--- config.mk ---
export PLATFORM = sky130hd
export DESIGN_NAME = ysyx_23060061_lsu
export DESIGN_NICKNAME = d
export VERILOG_FILES = /design/src/rtl/ysyx_23060061_lsu.sv
export SDC_FILE = /design/constraint.sdc
export NUM_CORES = 1
export LEC_CHECK = 0
export BUFFER_PORTS_ARGS = -buffer_cell sky130_fd_sc_hd__buf_2
export CAP_MARGIN = 20
export CORE_ASPECT_RATIO = 1.1
export CORE_MARGIN = 2
export CORE_UTILIZATION = 40
export DETAILED_ROUTE_END_ITERATION = 10
export GPL_ROUTABILITY_DRIVEN = 0
export PLACE_DENSITY = 0.7
export SYNTH_ARGS = -nofsm -noshare
export SYNTH_HDL_FRONTEND = slang
export SYNTH_SLANG_ARGS = --single-unit
--- constraint.sdc ---
create_clock -name clk -period 2.2 [get_ports clk]
set_input_delay 0.11 -clock clk [delete_from_list [all_inputs] [get_ports clk]]
set_output_delay 0.11 -clock clk [all_outputs]
set_load 0.05 [all_outputs]
--- src/rtl/ysyx_23060061_lsu.sv ---
// Load/store unit: one word-aligned, byte-masked memory transaction per request, with load extension and timeout.
// Optional build macro LSU_RANDOM_DELAY_EN inserts an LFSR-driven issue delay before each memory request.
module ysyx_23060061_lsu #(
    parameter int ADDR_W         = 32,
    parameter int DATA_W         = 32,
    parameter int TIMEOUT_CYCLES = 255
) (
    input  logic              clk,
    input  logic              rst,
    input  logic              req_valid,
    output logic              req_ready,
    input  logic              req_wen,
    input  logic [2:0]        req_funct3,
    input  logic [ADDR_W-1:0] req_addr,
    input  logic [DATA_W-1:0] req_wdata,
    output logic              resp_valid,
    output logic [DATA_W-1:0] resp_rdata,
    output logic              resp_err,
    output logic              mem_req_valid,
    input  logic              mem_req_ready,
    output logic              mem_wen,
    output logic [ADDR_W-1:0] mem_addr,
    output logic [DATA_W-1:0] mem_wdata,
    output logic [3:0]        mem_wmask,
    input  logic              mem_resp_valid,
    input  logic [DATA_W-1:0] mem_rdata
);

    localparam int               CNT_W    = $clog2(TIMEOUT_CYCLES + 1);
    localparam logic [CNT_W-1:0] CNT_LAST = CNT_W'(TIMEOUT_CYCLES - 1);

    typedef enum logic [1:0] {IDLE, REQ, WAIT, RESP} state_t;

    state_t            state, state_n;
    logic [CNT_W-1:0]  cnt, cnt_n;
    logic [2:0]        f3_q, f3_n;
    logic [1:0]        off_q, off_n;
    logic              wen_q, wen_n;
    logic [ADDR_W-1:0] addr_q, addr_n;
    logic [DATA_W-1:0] wdata_q, wdata_n;
    logic [DATA_W-1:0] rdata_q, rdata_n;
    logic [3:0]        mask_q, mask_n;
    logic              err_q, err_n;
    logic              issue_ok;

    logic              req_bad;
    logic [3:0]        req_mask;
    logic [DATA_W-1:0] req_lane_data;

    // Selects the addressed byte/half from the aligned word and extends it per funct3.
    function automatic logic [DATA_W-1:0] extend(input logic [2:0] f3, input logic [1:0] off,
                                                 input logic [DATA_W-1:0] word);
        logic [DATA_W-1:0] sh;
        sh = word >> {off, 3'b000};
        case (f3)
            3'b000:  extend = {{24{sh[7]}}, sh[7:0]};
            3'b001:  extend = {{16{sh[15]}}, sh[15:0]};
            3'b100:  extend = {24'b0, sh[7:0]};
            3'b101:  extend = {16'b0, sh[15:0]};
            default: extend = word;
        endcase
    endfunction

    always_comb begin
        req_bad       = 1'b0;
        req_mask      = 4'b0000;
        req_lane_data = '0;
        if (req_wen) begin
            case (req_funct3)
                3'b000: begin
                    req_mask      = 4'b0001 << req_addr[1:0];
                    req_lane_data = {4{req_wdata[7:0]}};
                end
                3'b001: begin
                    req_mask      = 4'b0011 << req_addr[1:0];
                    req_lane_data = {2{req_wdata[15:0]}};
                    req_bad       = req_addr[0];
                end
                3'b010: begin
                    req_mask      = 4'b1111;
                    req_lane_data = req_wdata;
                    req_bad       = |req_addr[1:0];
                end
                default: req_bad = 1'b1;
            endcase
        end else begin
            case (req_funct3)
                3'b000, 3'b100: req_bad = 1'b0;
                3'b001, 3'b101: req_bad = req_addr[0];
                3'b010:         req_bad = |req_addr[1:0];
                default:        req_bad = 1'b1;
            endcase
        end
    end

`ifdef LSU_RANDOM_DELAY_EN
    logic [15:0] lfsr;
    logic [2:0]  dly, dly_n;

    always_ff @(posedge clk or negedge rst) begin
        if (!rst) begin
            lfsr <= 16'hACE1;
            dly  <= 3'd0;
        end else begin
            lfsr <= {lfsr[14:0], lfsr[15] ^ lfsr[13] ^ lfsr[12] ^ lfsr[10]};
            dly  <= dly_n;
        end
    end

    assign issue_ok = (dly == 3'd0);
`else
    assign issue_ok = 1'b1;
`endif

    assign req_ready     = (state == IDLE);
    assign resp_valid    = (state == RESP);
    assign mem_req_valid = (state == REQ) && issue_ok;
    assign mem_wen       = wen_q;
    assign mem_addr      = addr_q;
    assign mem_wdata     = wdata_q;
    assign mem_wmask     = mask_q;
    assign resp_rdata    = rdata_q;
    assign resp_err      = err_q;

    always_comb begin
        // NOTE: every signal gets a hold default first so no path through the case infers a latch.
        state_n = state;
        cnt_n   = cnt;
        f3_n    = f3_q;
        off_n   = off_q;
        wen_n   = wen_q;
        addr_n  = addr_q;
        wdata_n = wdata_q;
        mask_n  = mask_q;
        rdata_n = rdata_q;
        err_n   = err_q;
`ifdef LSU_RANDOM_DELAY_EN
        dly_n   = dly;
`endif
        case (state)
            IDLE: begin
                if (req_valid) begin
                    f3_n    = req_funct3;
                    off_n   = req_addr[1:0];
                    rdata_n = '0;
                    err_n   = 1'b0;
                    if (req_bad) begin
                        err_n   = 1'b1;
                        state_n = RESP;
                    end else begin
                        wen_n   = req_wen;
                        addr_n  = {req_addr[ADDR_W-1:2], 2'b00};
                        wdata_n = req_wen ? req_lane_data : '0;
                        mask_n  = req_wen ? req_mask : 4'b0000;
                        state_n = REQ;
`ifdef LSU_RANDOM_DELAY_EN
                        dly_n   = lfsr[2:0];
`endif
                    end
                end
            end
            REQ: begin
`ifdef LSU_RANDOM_DELAY_EN
                if (dly != 3'd0) dly_n = dly - 3'd1;
`endif
                if (mem_req_valid && mem_req_ready) begin
                    cnt_n = '0;
                    if (mem_resp_valid) begin
                        if (!wen_q) rdata_n = extend(f3_q, off_q, mem_rdata);
                        state_n = RESP;
                    end else begin
                        state_n = WAIT;
                    end
                end
            end
            WAIT: begin
                if (mem_resp_valid) begin
                    if (!wen_q) rdata_n = extend(f3_q, off_q, mem_rdata);
                    state_n = RESP;
                end else if (cnt == CNT_LAST) begin
                    err_n   = 1'b1;
                    rdata_n = '0;
                    state_n = RESP;
                end else begin
                    cnt_n = cnt + 1'b1;
                end
            end
            default: state_n = IDLE;
        endcase
    end

    always_ff @(posedge clk or negedge rst) begin
        if (!rst) begin
            state   <= IDLE;
            cnt     <= '0;
            f3_q    <= 3'b000;
            off_q   <= 2'b00;
            wen_q   <= 1'b0;
            addr_q  <= '0;
            wdata_q <= '0;
            mask_q  <= 4'b0000;
            rdata_q <= '0;
            err_q   <= 1'b0;
        end else begin
            // NOTE: non-blocking updates so every register samples pre-edge values regardless of order.
            state   <= state_n;
            cnt     <= cnt_n;
            f3_q    <= f3_n;
            off_q   <= off_n;
            wen_q   <= wen_n;
            addr_q  <= addr_n;
            wdata_q <= wdata_n;
            mask_q  <= mask_n;
            rdata_q <= rdata_n;
            err_q   <= err_n;
        end
    end

endmodule
### After elaboration in Yosys (flattened, before gate mapping)

Cells that the tools add are included.

| word-level totals | value |
|---|---|
| flip-flop bits (word level) | 115 |
| bits of input ports | 105 |
| output and inout port bits | 105 |
| logic and storage cells | 80 |

| operators by class | value |
|---|---|
| $add $sub $neg | 1 |
| eq/ne operators | 18 |
| shifts and indexed selects | 3 |
| mux-type cells | 31 |
| bitwise gates (word level) | 1 |
| reductions and logical operators | 16 |

Operators with widths:

| kind | count |
|---|---|
| $mux W32 | 7 |
| $pmux W32 S3 | 2 |
| $pmux W32 S4 | 1 |
| $shr A32 B5 Y16 | 1 |
| $mux W8 | 3 |
| $pmux W8 S2 | 1 |
| $eq A3 B3 Y1 const B | 4 |
| $pmux W4 S3 | 1 |
| $mux W2 | 5 |
| $add A8 B1 Y8 const B | 1 |
| $eq A8 B8 Y1 const B | 1 |
| $ne A2 B2 Y1 const B | 4 |
| $reduce_and A4 Y1 | 2 |
| $eq A3 B1 Y1 const B | 2 |
| $logic_not A3 Y1 | 2 |
| $mux W1 | 6 |
| $pmux W1 S3 | 2 |
| $pmux W2 S3 | 1 |
| $reduce_and A3 Y1 | 2 |
| $reduce_or A2 Y1 | 3 |
| $reduce_and A5 Y1 | 1 |
| $eq A2 B2 Y1 const B | 2 |
| $mux W4 | 1 |
| $ne A2 B1 Y1 const B | 2 |
| 12 further kinds | 13 |

### Longest topological paths before layout

Gate-level depths: netlist (run 1).

| depth | value |
|---|---|
| word-level depth | 7 |
| gate-level depth with buffers | 10 |
| mapped depth without buffers | 7 |

### Worst setup path before layout (run 1)

Ideal clock, no wire load.

| timing path | value |
|---|---|
| path kind | register -> register |
| from | register state[0] |
| to | register wdata_q[16] (netlist: mem_wdata[16]) |
| arrival | 2155 ps |
| slack | -87 ps |
| cell stages (with the launch flop) | 10 |
| cell sequence | dfrtp_1 > inv_1 > ha_1 > nand2_1 > or2_1 > clkbuf_1 > buf_2 > clkbuf_1 > nand2_1 > o31ai_1 |

| between the ends | value |
|---|---|
| word-level cells in the longest chain between the ends | 2 |

RTL lines:

| element | line | text |
|---|---|---|
| start: declaration | 34 | `state_t state, state_n;` |
| start signal: assignment | 206 | `state <= state_n;` |
| $logic_not A2 Y1 | -- |  |
| net req_ready | 11 | `output logic req_ready,` |
| $reduce_and A3 Y1 (no line) | -- |  |
| end signal: assignment | 212 | `wdata_q <= wdata_n;` |
| end: declaration | 40 | `logic [DATA_W-1:0] wdata_q, wdata_n;` |

The timed path passes the listed nets, and every way through them passes these cells.
A chain may end at the register's enable or synchronous reset.

### Worst setup path after layout (run 1)

| timing path | value |
|---|---|
| from | register state[0] |
| to | register rdata_q[14] (netlist: resp_rdata[14]) |

| between the ends | value |
|---|---|
| word-level cells in the longest chain between the ends | 4 |

RTL lines:

| element | line | text |
|---|---|---|
| $eq A2 B1 Y1 | 117, 140 |  |
| $logic_and A1 B1 Y1 | 166 | `if (mem_req_valid && mem_req_ready) begin` |
| $ne A2 B1 Y1 (no line) | -- |  |
| $reduce_and A5 Y1 (no line) | -- |  |
| end signal: assignment | 214 | `rdata_q <= rdata_n;` |
| end: declaration | 41 | `logic [DATA_W-1:0] rdata_q, rdata_n;` |

Parallel ways exist; a longest one is shown, timed or not.

==> metrics, run 1 <==
remaining global-route overflow=0; Buf+Inv Stages, Crit Path=2; crit start category=register; n_diodes=0; Tmin final=2.06 ns; maximum clock frequency=486 MHz; Worst Path Required=2.50 ns; CP max stage delay=0.42 ns; cell row count=45; CTS H-Tree Depth=4; Final Max Slew Viols=0; root buffer selected by CTS=clkbuf_16; IO Count=210; Yosys top cell area share=50.5%; sequential share of power=26.6%; die height=129 µm; pin count of the biggest net entering global routing=52; max_slew headroom=56.2%; port bufs=207; starting density of the core=41.1%; switch share=48.0%; worst skew pair latency=0.41 ns; first-pass GRT wire length=27.3 mm; Worst-path clk slew=0.05 ns; top cell type by total area after synthesis=dfrtp_1; core area=0.0139 mm²; top cells by area, synth=dfrtp_1 (51%), mux2_2 (7.3%), nand2_1 (6.7%), o21ai_0 (5.4%), a21oi_1 (4.4%); cell leakage power=0.00396 µW; CP endpoint kind=register; met2 usage=37.0%; Finish-stage setup viols=0; worst r2r src=state[0]; fill count=1253; actual slew at the worst max-slew pin=0.656 ns; Synth async-reset ratio=100%; Fin. Hold Viols=0; Yosys warnings=0; post-synthesis sequential area ratio=50.5%; Die Width=118 µm; Hold Crit Endpoint=resp_rdata[28]; worst slack at placement=-0.0148 ns; Peak VDD IR=0.808 mV; GRT Resource Usage Total=22.6%; detailed-route wire length per cell=16.1 µm; WP data arrival=2.36 ns; Critical Path Fanout Max=18; status=finished clean; layout cells sized above 1=35.1%; Post-synth top cells=dfrtp_1 (115), nand2_1 (101), nor2_1 (61), o21ai_0 (61), a21oi_1 (50); RSZ-0062 raised after global routing=no; initial antenna violation count=0; DRC Markers=0; most common cell in the netlist=dfrtp_1; postcts setup bufs=0; clk sinks=115; setup TNS=0 ns; Avg Cell Area, Syn=9.31 µm²; Finished Core Util=58.6%; met1 usage=27.9%; Synth cell types=47; Final HPWL DP=11.7 mm; TritonRoute pass-1 iters=5; grt peak-use layer=met2; depth of the most critical reg-to-reg path=8; vias in the first global route=5301; clock skew=0.0105 ns; EDFF count, synth=0; hold crit path type=input pin to register; grt met3 use=6.56%; Die ar.=0.0152 mm²; via count=5418; switching power=6310 µW; Synth Cell Area=0.00570 mm²; Iter 0 DRT Violations=366; Comb power frac=51.1%; Clk pwr share=22.3%; Synth Instances=612; Worst Hold Depth=3; slowest CP cell=dfrtp_1; total routed wirelength=17.2 mm; fin nets=979; max cap viols=0; R2R Path End=resp_rdata[14]; Max clock buf depth=2; Tcrit/Tclk final=93.6%; worst reg-to-reg setup slack=0.14 ns; Worst Setup Path Type=register to register; Yosys reg bits=115; Num CTS Buffers=17; TritonCTS clock tree=built; crit path cell chain=inv_1 -> ha_2 -> o211a_1 -> a2111oi_4 -> nand2_2 -> buf_4 -> nand2_1 -> o31ai_1; Syn-to-layout area delta=42.5%; final worst slack=0.141 ns; Internal=6830 µW; Top FF cell, synth=dfrtp_1; Routed Antenna Nets=0; pwr/cell area=1620 mW/mm²; min-delay src=mem_rdata[28]; cell class contributing the biggest share of worst-path delay=compound AO/OA/AOI/OAI gates; vias per cell=5.07
==> tightest hold or removal path: cells and delay by family <==
kind                   cells  cell delay (ns)
AOI/OAI and AO/OA          1             0.06
and+or+nand+nor            1             0.09
buffers and inverters      1             0.13
==> routing by layer <==
| layer | wire length, µm | share of wire, % | vias to the layer above |
|---|---|---|---|
| met2 | 8410 | 49 | 194 |
| met4 | 438 | 2.5 | 0 |
| met5 | 0 | 0 | - |
| met3 | 1100 | 6.4 | 27 |
| li1 | - | - | 2640 |
| met1 | 7260 | 42 | 2557 |
==> layout make-up <==
class                   count  area [µm²]  share of cell area [%]
flip-flops and latches    115        2880                    35.5
multi-input cells         449        2640                    32.5
repair buffers            277        1710                    21.1
clock buffers              21         470                    5.80
well taps                 188         235                    2.90
clock inverters            10         155                    1.91
inverters                   8        30.0                   0.370
==> state kept, by name (all words and copies together) (netlist names) <==
name	count
mem_wdata	32
off_q	2
f3_q	3
resp_err	1
mem_addr	30
cnt	8
resp_rdata	32
state	2
mem_wmask	4
mem_wen	1
==> repair_timing <==
action,in CTS,in global routing
endpoints found under the setup margin,7,21
endpoints found under the hold margin,77,0
cloned,0,1
pin swaps,0,0
resized for setup,1,7
hold buffers,48,0
==> cell families (layout without fill, tap and decap cells) <==
| logic type | after synthesis | count (layout) | share of synthesized area, % |
|---|---|---|---|
| muxes | 46 | 46 | 8.90 |
| adders and majority gates | 6 | 6 | 1.32 |
| buffers and inverters | 50 | 316 | 4.09 |
| and+or+nand+nor | 221 | 221 | 17.1 |
| xor gates and xnor gates | 7 | 7 | 1.08 |
| AOI/OAI and AO/OA | 166 | 167 | 17.0 |
| other | 1 | 2 | 0.0658 |
| DFF | 115 | 115 | 50.5 |
==> cells in the final DEF (no fill, tap or decap), types with 10 or more instances in the layout <==
master           n
a21oi_1         50
mux2_2          37
nand2_1        100
nor2b_1         15
clkbuf_16       17
nand2b_1        10
buf_4           21
nor2_1          61
buf_2          206
o21ai_0         61
o21ai_1         11
o31ai_1         13
dlygate4sd3_1   48
dfrtp_1        115
==> power groups by stage <==
stage	sequential [µW]	clock, µW	combinational (µW)
final	3500	2930	6710
after global routing	3610	3070	7150
after CTS	3470	2980	6640
after detailed placement	3490	0	6560
after global placement	3470	0	6500
after floorplan	5940	0	2490
==> through the flow <==
stage	total power [µW]	std cells	area [µm²]	hold slack [ns]
after global routing	13800	1068	8120	0.0117
after floorplan	8420	613	5710	-0.186
after detailed placement	10100	988	6970	0.0869
after global placement	9970	988	6970	0.0846
final	13100	1068	8120	0.0152
after CTS	13100	1067	8080	0.00285
==> worst max-delay path by stage <==
stage / from / end / cells past startpoint
finish: state[0] / resp_rdata[14] / 8
global placement: state[0] / resp_rdata[18] / 7
CTS: state[1] / resp_rdata[19] / 7
floorplan: state[0] / resp_rdata[13] / 8
detailed placement: state[1] / resp_rdata[27] / 7
global route: state[1] / resp_rdata[14] / 8
Note: power is estimated with default switching activity, not from simulation.
==> run 2: changes to the inputs <==
--- a/config.mk
+++ b/config.mk
@@ -5,6 +5,7 @@
 export SDC_FILE = /design/constraint.sdc
 export NUM_CORES = 1
 export LEC_CHECK = 0
+export ABC_AREA = 1
 export BUFFER_PORTS_ARGS = -buffer_cell sky130_fd_sc_hd__buf_2
 export CAP_MARGIN = 20
 export CORE_ASPECT_RATIO = 1.1
@@ -12,7 +13,7 @@
 export CORE_UTILIZATION = 40
 export DETAILED_ROUTE_END_ITERATION = 10
 export GPL_ROUTABILITY_DRIVEN = 0
-export PLACE_DENSITY = 0.7
+export PLACE_DENSITY = 0.68
 export SYNTH_ARGS = -nofsm -noshare
 export SYNTH_HDL_FRONTEND = slang
 export SYNTH_SLANG_ARGS = --single-unit
==> run 2 against run 1 <==
Die area up 9.6%. Clock skew is 0.0026 ns lower. Sequential power shrank 3%. Core utilization is 2.7 points lower. Worst hold slack better by 0.0054 ns. Critical path depth rose by 2. Final area grew 4.4%. First-iteration DRC count rose by 15%. Combinational power rose by 5.8%. Sequential cell count stayed put. Critical path type unchanged. Synthesized cell count grew 43%.
==> metrics, run 2 <==
most common cell after layout, fill and taps aside=nand2_1 (was buf_2); Yosys reg bits=115 (unchanged); Final Cell Area=0.00848 mm² (was 0.00812 mm²); Synth async-reset ratio=100% (unchanged); placed cell areas=0.00757 mm² (was 0.00697 mm²); slowest CP cell=dfrtp_1 (unchanged); fin nets=1226 (was 979); crit start category=register (unchanged); RSZ-0062 raised after global routing=no (unchanged); CP most frequent cell=inv_1; TritonRoute pass-1 iters=5 (unchanged); Worst Setup Path Type=register to register (unchanged); TritonCTS clock tree=built (unchanged); status=finished clean (unchanged); layout cells sized above 1=25.4% (was 35.1%); initial antenna violation count=0 (unchanged); Internal=6490 µW (was 6830 µW); Worst-path clk slew=0.05 ns (about the same); Synth cell types=35 (was 47); Critical Path Fanout Max=25 (was 18); max cap viols=0 (unchanged); Syn-to-layout area delta=35.4% (was 42.5%); total routed wirelength=19.4 mm (was 17.2 mm); min-delay src=req_wdata[25] (was mem_rdata[28]); Die Width=123 µm (was 118 µm); Yosys top cell area share=46.0% (was 50.5%); port bufs=207 (unchanged); detailed-route wire length per cell=14.7 µm (was 16.1 µm); most common cell in the netlist=nand2_1 (was dfrtp_1); Tcrit/Tclk final=90.0% (was 93.6%); worst r2r src=state[1] (was state[0]); actual slew at the worst max-slew pin=0.632 ns (was 0.656 ns); Peak VDD IR=0.897 mV (was 0.808 mV); crit path cell chain=inv_1 -> ha_1 -> inv_1 -> or2_2 -> nand2_1 -> inv_1 -> nand4_2 -> buf_6 -> nand2_1 -> a21oi_1 (was inv_1 -> ha_2 -> o211a_1 -> a2111oi_4 -> nand2_2 -> buf_4 -> nand2_1 -> o31ai_1); Comb power frac=53.6% (was 51.1%); remaining global-route overflow=0 (unchanged); vias in the first global route=6282 (was 5301); vias per cell=4.93 (was 5.07); Final Max Slew Viols=0 (unchanged); Synth Instances=875 (was 612); WP data arrival=2.31 ns (was 2.36 ns); Iter 0 DRT Violations=422 (was 366); starting density of the core=41.3% (was 41.1%); Post-synth top cells=nand2_1 (367), dfrtp_1 (115), nor2_1 (70), nand3_1 (66), o21ai_0 (58) (was dfrtp_1 (115), nand2_1 (101), nor2_1 (61), o21ai_0 (61), a21oi_1 (50)); setup TNS=0 ns (unchanged); Fin. Hold Viols=0 (unchanged); Yosys warnings=0 (unchanged); core area=0.0152 mm² (was 0.0139 mm²); pwr/cell area=1560 mW/mm² (was 1620 mW/mm²); Avg Cell Area, Syn=7.15 µm² (was 9.31 µm²); Worst Path Required=2.53 ns (was 2.50 ns); pin count of the biggest net entering global routing=69 (was 52); root buffer selected by CTS=clkbuf_16 (unchanged); CTS H-Tree Depth=4 (unchanged); Crit. Startpoint=state[1] (was state[0]); DRC Markers=0 (unchanged); Die ar.=0.0167 mm² (was 0.0152 mm²); Clk pwr share=20.7% (was 22.3%); cell class contributing the biggest share of worst-path delay=simple AND/OR/NAND/NOR gates (was compound AO/OA/AOI/OAI gates); Tmin final=1.98 ns (was 2.06 ns); Finish-stage setup viols=0 (unchanged); CP endpoint kind=register (unchanged); final worst slack=0.221 ns (was 0.141 ns); switch share=50.9% (was 48.0%); hold crit path type=input pin to register (unchanged); post-synthesis sequential area ratio=46.0% (was 50.5%); most frequent cells in the layout=nand2_1 (367), buf_2 (206), dfrtp_1 (115) (was buf_2 (206), dfrtp_1 (115), nand2_1 (100)); GRT Resource Usage Total=23.7% (was 22.6%); via count=6524 (was 5418); cell leakage power=0.00481 µW (was 0.00396 µW); Max clock buf depth=2 (unchanged); Buf+Inv Stages, Crit Path=4 (was 2); Num CTS Buffers=17 (unchanged); fill count=1495 (was 1253); Synth Cell Area=0.00626 mm² (was 0.00570 mm²); worst slack at placement=0.183 ns (was -0.0148 ns); clk sinks=115 (unchanged); Final HPWL DP=13.6 mm (was 11.7 mm); top cell type by total area after synthesis=dfrtp_1 (unchanged); cell row count=47 (was 45); Top FF cell, synth=dfrtp_1 (unchanged); die height=135 µm (was 129 µm); sequential share of power=25.7% (was 26.6%); max_slew headroom=57.8% (was 56.2%); maximum clock frequency=505 MHz (was 486 MHz); switching power=6740 µW (was 6310 µW); first-pass GRT wire length=30.9 mm (was 27.3 mm); clock skew=0.00796 ns (was 0.0105 ns); EDFF count, synth=0 (unchanged); Routed Antenna Nets=0 (unchanged); IO Count=210 (unchanged); CP max stage delay=0.40 ns (was 0.42 ns); worst skew pair latency=0.41 ns (about the same); top cells by area, synth=dfrtp_1 (46%), nand2_1 (22%), nand3_1 (5.3%), o21ai_0 (4.6%), nor2_1 (4.2%) (was dfrtp_1 (51%), mux2_2 (7.3%), nand2_1 (6.7%), o21ai_0 (5.4%), a21oi_1 (4.4%))
-- run 2: changes by cell type in the layout (fill, tap and decap cells not counted), sizes merged, moves of 10 or more --
| cell | previous run | this run |
|---|---|---|
| or2 | 2 | 14 |
| nand2b | 10 | 0 |
| nand3b | 0 | 10 |
| nand3 | 4 | 67 |
| a21oi | 50 | 15 |
| nor2 | 61 | 73 |
| nor2b | 17 | 0 |
| o21ai | 72 | 59 |
| mux2 | 37 | 1 |
| dlygate4sd3 | 48 | 31 |
| nand2 | 102 | 369 |
| inv | 8 | 61 |
-- run 2: kinds of logic (layout without fill, tap and decap cells) --
| logic type | after synthesis | count (layout) | synth area share, % |
|---|---|---|---|
| simple gates | 538 | 538 | 35.3 |
| compound gates | 104 | 104 | 9.27 |
| buf+inv | 106 | 357 | 7.42 |
| mux | 1 | 1 | 0.180 |
| fa+ha+maj | 6 | 6 | 1.20 |
| flops | 115 | 115 | 46.0 |
| other cells | 1 | 3 | 0.0599 |
| xor+xnor | 4 | 4 | 0.560 |
-- run 2: final cells by class --
class                      instances  area, µm²  share of cell area, %
clock buffer                      20        457                   5.39
timing repair buffer             262       1600                   18.8
multi-input combinational        655       2930                   34.6
antenna                            1       2.50                 0.0295
sequential                       115       2880                   33.9
clock inverter                    11        129                   1.52
inverter                          64        240                   2.83
tap                              196        245                   2.89
-- run 2: power groups by stage --
stage                     combinational (µW)  clock, µW  sequential [µW]
final                                   7100       2730             3400
after floorplan                         2950          0             5650
after global placement                  6960          0             3410
after CTS                               7080       2800             3390
after detailed placement                7040          0             3400
after global routing                    7740       2870             3500
-- run 2: worst paths after layout --
| path | to | cells past startpoint | slack [ns] |
|---|---|---|---|
| setup reg to reg | resp_rdata[16] | 10 | 0.22 |
| max in group asynchronous | resp_rdata[10] | 3 | 1.39 |
| min in group asynchronous | resp_rdata[9] | 2 | 0.14 |
| hold / removal | mem_wdata[25] | 5 | 0.02 |
| setup / recovery | resp_rdata[16] | 10 | 0.22 |
| hold reg to reg | mem_addr[12] | 2 | 0.46 |
-- run 2: worst min-delay path: cells and delay by family --
family                 cells  cell delay, ns
AND/OR/NAND/NOR            4            0.21
buffers and inverters      1            0.07
-- run 2: repair_timing --
| item | CTS | global route |
|---|---|---|
| hold buffers | 31 | 0 |
| buffers inserted | 0 | 0 |
| hold endpoints to repair | 117 | 0 |
| endpoints found under the setup margin | 0 | 17 |
| gates resized for setup | 0 | 3 |
-- run 2: metrics by stage --
| step | power (µW) | hold slack, ns | utilization (%) | cells |
|---|---|---|---|---|
| after detailed placement | 10400 | 0.0398 | 49.9 | 1261 |
| after floorplan | 8600 | -0.186 | - | 876 |
| after global routing | 14100 | 0.0374 | 55.9 | 1323 |
| after CTS | 13300 | 0.00430 | 55.8 | 1323 |
| after global placement | 10400 | 0.0428 | 49.9 | 1261 |
| final | 13200 | 0.0206 | 55.9 | 1324 |
-- run 2: layer usage --
metal  global-route usage [%]  vias up  share of wire (%)
met3                     6.36       27                8.0
met5                        0        -                  0
met1                     29.6     2968                 42
li1                         -     3252                  -
met4                     9.09        0                2.0
met2                     39.0      277                 48
==> run 3: changes to the inputs <==
--- a/config.mk
+++ b/config.mk
@@ -10,10 +10,11 @@
 export CAP_MARGIN = 20
 export CORE_ASPECT_RATIO = 1.1
 export CORE_MARGIN = 2
-export CORE_UTILIZATION = 40
+export CORE_UTILIZATION = 46
+export CTS_BUF_LIST = sky130_fd_sc_hd__clkbuf_4 sky130_fd_sc_hd__clkbuf_8 sky130_fd_sc_hd__clkbuf_16
 export DETAILED_ROUTE_END_ITERATION = 10
 export GPL_ROUTABILITY_DRIVEN = 0
-export PLACE_DENSITY = 0.68
+export PLACE_DENSITY = 0.77
 export SYNTH_ARGS = -nofsm -noshare
 export SYNTH_HDL_FRONTEND = slang
 export SYNTH_SLANG_ARGS = --single-unit
==> run 3 against run 2 <==
First-iteration DRC count rose by 17%. Clock skew down 0.0025 ns. Sequential cell count unchanged. Via count is 1.7% higher. Routed wire length shrank 2.0%. Non-clock buffer count shrank 6. Final cell count decreased by 1.4%. Global-route usage is 3.1 points higher. Power increased by 0.22%. Die area fell by 13%. Final area is 0.52% lower. Combinational power down 1%.
==> metrics, run 3 (synthesis results as in run 2) <==
status=finished clean (unchanged); depth of the most critical reg-to-reg path=10 (unchanged); Post-Layout Cell Count=1306 (was 1324); starting density of the core=47.2% (was 41.3%); switching power=6690 µW (was 6740 µW); detailed-route wire length per cell=14.6 µm (was 14.7 µm); CP most frequent cell=inv_1 (unchanged); layout cells sized above 1=25.0% (was 25.4%); most common cell after layout, fill and taps aside=nand2_1 (unchanged); placed insts=1242 (was 1261); root buffer selected by CTS=clkbuf_16 (unchanged); hold crit path type=input pin to register (unchanged); Syn-to-layout area delta=34.7% (was 35.4%); IO Count=210 (unchanged); Worst Path Required=2.53 ns (about the same); critical path endpoint=resp_rdata[16] (unchanged); FF/Latch Area=0.00288 mm² (unchanged); fin nets=1220 (was 1226); max cap viols=0 (unchanged); Critical Path Fanout Max=25 (unchanged); crit start category=register (unchanged); crit path cell chain=inv_1 -> ha_1 -> inv_1 -> or2_2 -> nand2_1 -> inv_1 -> nand4_2 -> buf_6 -> nand2_1 -> a21oi_1 (unchanged); pwr/cell area=1570 mW/mm² (was 1560 mW/mm²); postcts setup bufs=0 (unchanged); TritonCTS clock tree=built (unchanged); Crit. Startpoint=state[0] (was state[1]); Peak VDD IR=0.961 mV (was 0.897 mV); Finish-stage setup viols=0 (unchanged); Tmin final=1.98 ns (about the same); Design Power=13300 µW (was 13200 µW); Buf+Inv Stages, Crit Path=4 (unchanged); CP endpoint kind=register (unchanged); Final HPWL DP=12.8 mm (was 13.6 mm); cell row count=44 (was 47); Routed Antenna Nets=0 (unchanged); switch share=50.5% (was 50.9%); total routed wirelength=19.1 mm (was 19.4 mm); slowest CP cell=dfrtp_1 (unchanged); area of the multi-input gates=0.00293 mm² (unchanged); placed cell areas=0.00750 mm² (was 0.00757 mm²); TritonRoute pass-1 iters=5 (unchanged); n_diodes=0 (was 1); remaining global-route overflow=0 (unchanged); max_slew headroom=59.4% (was 57.8%); setup TNS=0 ns (unchanged); Num CTS Buffers=17 (unchanged); clock skew=0.00549 ns (was 0.00796 ns); vias per cell=5.08 (was 4.93); Fin. Hold Viols=0 (unchanged); Crit. path cell count=10 (unchanged); first-pass GRT wire length=30.8 mm (was 30.9 mm); worst r2r src=state[0] (was state[1]); most frequent cells in the layout=nand2_1 (367), buf_2 (206), dfrtp_1 (115) (unchanged); vias in the first global route=6388 (was 6282); Final Cell Area=0.00843 mm² (was 0.00848 mm²); Finished Core Util=63.6% (was 55.9%); CP max stage delay=0.40 ns (about the same); cell leakage power=0.00482 µW (was 0.00481 µW); worst reg-to-reg setup slack=0.22 ns (about the same); Comb power frac=53.0% (was 53.6%); initial antenna violation count=0 (unchanged); Worst-path clk slew=0.05 ns (about the same); Die ar.=0.0146 mm² (was 0.0167 mm²); pin count of the biggest net entering global routing=68 (was 69); clk sinks=115 (unchanged); Worst Setup Path Type=register to register (unchanged); sequential share of power=25.8% (was 25.7%); core area=0.0133 mm² (was 0.0152 mm²); worst skew pair latency=0.41 ns (about the same); GRT Resource Usage Total=26.8% (was 23.7%); die height=126 µm (was 135 µm); maximum clock frequency=505 MHz (about the same); Internal=6570 µW (was 6490 µW); RSZ-0062 raised after global routing=no (unchanged); WP data arrival=2.31 ns (about the same); Clk pwr share=21.1% (was 20.7%); Final Max Slew Viols=0 (unchanged); fill count=1134 (was 1495); port bufs=207 (unchanged); Die Width=115 µm (was 123 µm); via count=6636 (was 6524); cell class contributing the biggest share of worst-path delay=simple AND/OR/NAND/NOR gates (unchanged); Max clock buf depth=2 (unchanged); actual slew at the worst max-slew pin=0.609 ns (was 0.632 ns); Tcrit/Tclk final=89.9% (was 90.0%); CTS H-Tree Depth=4 (unchanged); DRC Markers=0 (unchanged); R2R Path End=resp_rdata[16] (unchanged); Iter 0 DRT Violations=494 (was 422)
## run 3: cell count changes in the layout (fill, tap and decap cells not counted), sizes merged
cell	before	now
diode	1	0
clkinv	7	13
inv	61	59
clkinvlp	5	0
buf	231	224
bufinv	2	3
dlygate4sd3	31	32
clkbuf	20	21
## run 3: how the worst min path moves through the flow
stage	startpoint	end	slack [ns]	cells after the start
after floorplan	rst	cnt[0]	-0.19	0
after CTS	req_wdata[2]	mem_wdata[2]	0.007	4
after detailed placement	rst	cnt[2]	0.16	1
final	req_wdata[2]	mem_wdata[2]	0.03	4
after global placement	rst	cnt[2]	0.16	1
after global routing	req_wdata[29]	mem_wdata[29]	0.04	5
## run 3: what timing repair did
item / in CTS / in global routing
setup endpoints to repair: 0 / 8
hold endpoints to repair: 75 / 0
resized for setup: 0 / 3
hold buffers: 32 / 0
## run 3: final cells by class
| class | count | share of cell area [%] |
|---|---|---|
| Clock buffer | 21 | 5.55 |
| Clock inverter | 11 | 1.59 |
| Timing Repair Buffer | 256 | 18.4 |
| Tap cell | 184 | 2.73 |
| Inverter | 64 | 2.85 |
| Multi-Input combinational cell | 655 | 34.8 |
| Sequential cell | 115 | 34.1 |
## run 3: power by group through the flow
stage / Clock [µW] / Sequential (µW) / Combinational (µW)
3_5_place_dp: 0 / 3410 / 6910
6_report: 2800 / 3430 / 7030
4_1_cts: 2850 / 3410 / 6980
5_1_grt: 2970 / 3520 / 7670
2_1_floorplan: 0 / 5650 / 2950
3_3_place_gp: 0 / 3420 / 6820
## run 3: worst register-to-register path: cells and delay by family, from the launching register on
kind	cells	cell delay [ns]
flip-flops	1	0.40
buffers and inverters	4	0.50
adder cells (fa/ha/maj)	1	0.22
AO/OA/AOI/OAI	1	0.17
AND/OR/NAND/NOR	4	0.62
## run 3: through the flow
stage	setup WS (ns)	hold WS, ns
floorplan	0.0217	-0.186
global placement	0.258	0.155
detailed placement	0.205	0.158
CTS	0.163	0.00731
global route	0.0712	0.0359
finish	0.222	0.0252
## run 3: routing by layer
| metal | GRT usage, % | up-vias | routed length, µm |
|---|---|---|---|
| met5 | 0 | - | 0 |
| met4 | 11.3 | 0 | 506 |
| met3 | 6.31 | 48 | 1640 |
| met2 | 43.9 | 342 | 9230 |
| met1 | 34.1 | 3012 | 7690 |
| li1 | - | 3234 | - |
